<file path="config.mk">
export PLATFORM = sky130hd
export DESIGN_NAME = alu_arbiter
export DESIGN_NICKNAME = d
export VERILOG_FILES = /design/src/rtl/alu_arbiter.sv
export SDC_FILE = /design/constraint.sdc
export NUM_CORES = 1
export LEC_CHECK = 0
export BUFFER_PORTS_ARGS = -buffer_cell sky130_fd_sc_hd__buf_2
export CORE_AREA = 2 2 107 109
export CTS_BUF_LIST = sky130_fd_sc_hd__clkbuf_16
export DETAILED_ROUTE_END_ITERATION = 10
export DIE_AREA = 0 0 109 111
export GPL_TIMING_DRIVEN = 0
export PLACE_DENSITY_LB_ADDON = 0.15
export RECOVER_POWER = 25
export SKIP_LAST_GASP = 1
export SLEW_MARGIN = 0
export SYNTH_ARGS = -nofsm -noshare
export SYNTH_HDL_FRONTEND = slang
export SYNTH_SLANG_ARGS = --single-unit
export TNS_END_PERCENT = 20
</file>
<file path="constraint.sdc">
create_clock -name clk_i -period 3.8 [get_ports clk_i]
set_input_delay 0.19 -clock clk_i [delete_from_list [all_inputs] [get_ports clk_i]]
set_output_delay 0.19 -clock clk_i [all_outputs]
set_load 0.01 [all_outputs]
</file>
<file path="src/rtl/alu_arbiter.sv">
// alu_arbiter: round-robin sharing of one combinational ALU between
// NUM_REQ requesters, with a one-deep tagged response register.
module alu_arbiter #(
  parameter int NUM_REQ = 2,
  parameter int ID_W    = (NUM_REQ > 1) ? $clog2(NUM_REQ) : 1
) (
  input  logic                    clk_i,
  input  logic                    rst_i,
  input  logic [NUM_REQ-1:0]      req_valid_i,
  output logic [NUM_REQ-1:0]      req_ready_o,
  input  logic [4*NUM_REQ-1:0]    req_op_i,
  input  logic [32*NUM_REQ-1:0]   req_src1_i,
  input  logic [32*NUM_REQ-1:0]   req_src2_i,
  output logic [3:0]              alu_op_o,
  output logic [31:0]             alu_src1_o,
  output logic [31:0]             alu_src2_o,
  input  logic [31:0]             alu_result_i,
  input  logic                    alu_zero_i,
  output logic                    rsp_valid_o,
  input  logic                    rsp_ready_i,
  output logic [ID_W-1:0]         rsp_id_o,
  output logic [31:0]             rsp_result_o,
  output logic                    rsp_zero_o
);

  logic            rsp_valid_q, rsp_valid_d;
  logic [ID_W-1:0] rsp_id_q, rsp_id_d;
  logic [31:0]     rsp_result_q, rsp_result_d;
  logic            rsp_zero_q, rsp_zero_d;
  logic [ID_W-1:0] ptr_q, ptr_d;

  logic            can_issue;
  logic            found;
  logic            grant;
  int              win;

  // Search upward from ptr (wrapping) for the first valid requester.
  always_comb begin
    int idx;
    found = 1'b0;
    win   = 0;
    for (int i = 0; i < NUM_REQ; i++) begin
      idx = int'(ptr_q) + i;
      if (idx >= NUM_REQ) idx = idx - NUM_REQ;
      if (!found && req_valid_i[idx]) begin
        found = 1'b1;
        win   = idx;
      end
    end
  end

  // Grant only when the response slot is free or draining, never in reset.
  always_comb begin
    can_issue = !rsp_valid_q || rsp_ready_i;
    grant     = found && can_issue && !rst_i;
    for (int k = 0; k < NUM_REQ; k++) begin
      req_ready_o[k] = grant && (win == k);
    end
  end

  // Route the winner's fields to the ALU; idle drive is all zeros.
  always_comb begin
    alu_op_o   = 4'h0;
    alu_src1_o = 32'h0;
    alu_src2_o = 32'h0;
    if (grant) begin
      alu_op_o   = req_op_i[4*win +: 4];
      alu_src1_o = req_src1_i[32*win +: 32];
      alu_src2_o = req_src2_i[32*win +: 32];
    end
  end

  // Response register and pointer next-state: accept wins over drain.
  always_comb begin
    rsp_valid_d  = rsp_valid_q;
    rsp_id_d     = rsp_id_q;
    rsp_result_d = rsp_result_q;
    rsp_zero_d   = rsp_zero_q;
    ptr_d        = ptr_q;
    if (grant) begin
      rsp_valid_d  = 1'b1;
      rsp_id_d     = ID_W'(win);
      rsp_result_d = alu_result_i;
      rsp_zero_d   = alu_zero_i;
      ptr_d        = (win == NUM_REQ-1) ? '0 : ID_W'(win + 1);
    end else if (rsp_valid_q && rsp_ready_i) begin
      rsp_valid_d = 1'b0;
    end
  end

  // State registers with synchronous reset.
  always_ff @(posedge clk_i) begin
    if (rst_i) begin
      rsp_valid_q  <= 1'b0;
      rsp_id_q     <= '0;
      rsp_result_q <= 32'h0;
      rsp_zero_q   <= 1'b0;
      ptr_q        <= '0;
    end else begin
      rsp_valid_q  <= rsp_valid_d;
      rsp_id_q     <= rsp_id_d;
      rsp_result_q <= rsp_result_d;
      rsp_zero_q   <= rsp_zero_d;
      ptr_q        <= ptr_d;
    end
  end

  assign rsp_valid_o  = rsp_valid_q;
  assign rsp_id_o     = rsp_id_q;
  assign rsp_result_o = rsp_result_q;
  assign rsp_zero_o   = rsp_zero_q;

endmodule

</file>
==> metrics.md <==
| Metric | Value |
|---|---|
| Area growth syn-to-layout | `78.1%` |
| Seq/Total Area, Yosys | `0.337` |
| Cell Area, Synth | `0.00214 mm^2` |
| Post-synth top area cell | `dfxtp_1` |
| Final Hold Viols | `0` |
| Min Hold Slack | `173 ps` |
| Antenna violations before repair | `4` |
| Top cell type's share of synthesized area | `0.337` |
| Clock transition at the registers of the reported paths | `60 ps` |
| Grt met3 use | `0.0517` |
| Asr flop ratio synth | `0` |
| Maximum vdd drop | `0.161 mV` |
| Number of buffers created by CTS | `5` |
| Via density | `4.69` |
| Gr usage total | `0.167` |
| Post-synthesis net count | `423` |
| Final setup fails | `0` |
| Grt ovf | `0` |
| Yosys warns | `0` |
| Power Dens Cells | `307 mW/mm^2` |
| Top-count cell post-synth | `a22o_1` |
| Grt peak-use layer | `met2` |
| Detailed Route Iter0 Violations | `118` |
| Post-CTS Setup Repair Bufs | `0` |
| Final clock period utilization by the worst path | `0.591` |
| First-pass GRT wire length | `15.7 mm` |
| Mapped Avg Cell Area | `8.59 um^2` |
| Worst slew pin tran | `505 ps` |
| CP Class | `reg2out` |
| Unrepaired setup endpoints after global routing | `no` |
| Setup TNS | `0 ps` |
| Status | `finished clean` |
| Non-Filler Instances | `680` |
| Ratio of cells with drive above 1 in the final layout | `0.500` |
| Fin nets | `707` |
| Die height | `111 um` |
| WL final | `11.3 mm` |
| Layout Skew | `5.94 ps` |
| Design Power | `0.00117 W` |
| Final ANT Viol Nets | `0` |
| Max Cap Viol | `0` |
| Vias in the first global route | `2906` |
| Placed Instances | `669` |
| Area of the die | `0.0121 mm^2` |
| Top_reg_cell synth | `dfxtp_1` |
| Initial core utilization | `0.193` |
| Root Driver | `clkbuf_16` |
| # rows | `39` |
| Hpwl dp | `9.33 mm` |
| Longest Clk Path Bufs | `2` |
| Clock tree sinks | `36` |
| DR WL/cell | `16.6 um` |
| PostCTS Resize Cnt | `0` |
| Post-synth EDFFs | `0` |
| Core ar. | `0.0111 mm^2` |
| Synthesized instance count | `249` |
| Io pins | `279` |
| Number of synthesized register bits | `36` |
| Gpl congestion | `0.763` |
| Distinct cells, synth | `19` |
| Slew headroom | `0.663` |
| Worst hold path type | `in2reg` |
| Drt first pass iters | `4` |
| Largest net degree at the start of global routing | `12` |
| Crit-path max FO | `10` |
| Die W | `109 um` |
| Max-slew violation count | `0` |
| Met2 Use GR | `0.280` |
| H-tree depth | `2` |
| CTS tree | `built` |
| Endpoint class of the critical path | `primary output` |
| Crit path DAT | `2050 ps` |
| Worst-skew pair later-pin latency | `280 ps` |
| F_max | `446 MHz` |
| PortBufs | `277` |
| Synth top area cells | `dfxtp_1, a22o_1, nand3b_1, a21oi_1, o21ai_0` |
| Leakage | `1.96 nW` |
| Vias | `3188` |
| Period minus WS final | `2240 ps` |
| Req. time, crit path | `3610 ps` |
| Critical path startpoint category | `flop` |
| Grt met1 use | `0.208` |
| CTS Hold Bufs | `0` |
| Residual DRC count | `0` |
| Top post-synthesis cells by count | `a22o_1, dfxtp_1, a21oi_1` |
metrics by stage:
step                      setup WS (ps)   util  area, um^2
final                              1560  0.344        3810
after global routing               1430  0.343        3800
after CTS                          1520  0.347        3850
after detailed placement           1810  0.334        3700
after global placement             1800  0.334        3700
after floorplan                    2250      -        2140
placed cells by master (no fill, tap or decap), types with 3 or more instances in the layout:
master,count
clkbuf_1,50
buf_2,256
diode_2,3
dfxtp_1,36
clkbuf_16,5
buf_1,3
inv_1,3
nand3b_1,33
a21oi_1,35
o21ai_0,34
a22o_1,68
where the power goes:
group	switching (W)	internal [W]	leakage, nW
registers	0.0000129	0.000404	0.298
clock network	0.000155	0.000239	0.0764
logic	0.000186	0.000175	1.59
total	0.000353	0.000818	1.96
critical path, stage by stage (launching register included):
cell and delay, ps:
dfxtp_1 310, nor2b_2 210, nor4_4 420, buf_2 310
buf_6 170, a22o_1 200, buf_2 150
area by class of cell:
| type | count | area [um^2] |
|---|---|---|
| diodes | 3 | 7.51 |
| well taps | 143 | 179 |
| clock inverters | 3 | 16.3 |
| fillers | 1212 | 7270 |
| multi-input cells | 178 | 1260 |
| repair buffers | 277 | 1340 |
| inverters | 2 | 7.51 |
| flip-flops and latches | 36 | 721 |
| clock buffers | 5 | 125 |
| plain buffers | 33 | 149 |
flip-flops by register name (all words and copies together) (netlist names):
signal / cells
rsp_id_o: 1
rsp_valid_o: 1
rsp_zero_o: 1
rsp_result_o: 32
ptr_q: 1
routing by layer:
metal	share of wire	up-vias
li1	-	1539
met1	0.42	1483
met2	0.48	150
met3	0.092	14
met4	0.013	2
met5	0.0012	-
path summary, 6_finish.rpt:
kind	startpoint	to	slack, ps	depth (start not counted)
hold reg to reg	rsp_result_o[0]$_SDFFE_PP0P_	rsp_result_o[0]$_SDFFE_PP0P_	480	2
hold / removal	alu_result_i[5]	rsp_result_o[5]$_SDFFE_PP0P_	170	3
setup reg to reg	rsp_valid_o$_SDFFE_PP0P_	rsp_result_o[10]$_SDFFE_PP0P_	2340	4
setup / recovery	rsp_valid_o$_SDFFE_PP0P_	alu_src1_o[20]	1560	6
kinds of logic after synthesis:
family          share of synthesized area
buf+inv                            0.0731
flops                               0.337
simple gates                        0.137
compound gates                      0.453
(Power assumes the default switching activity.)
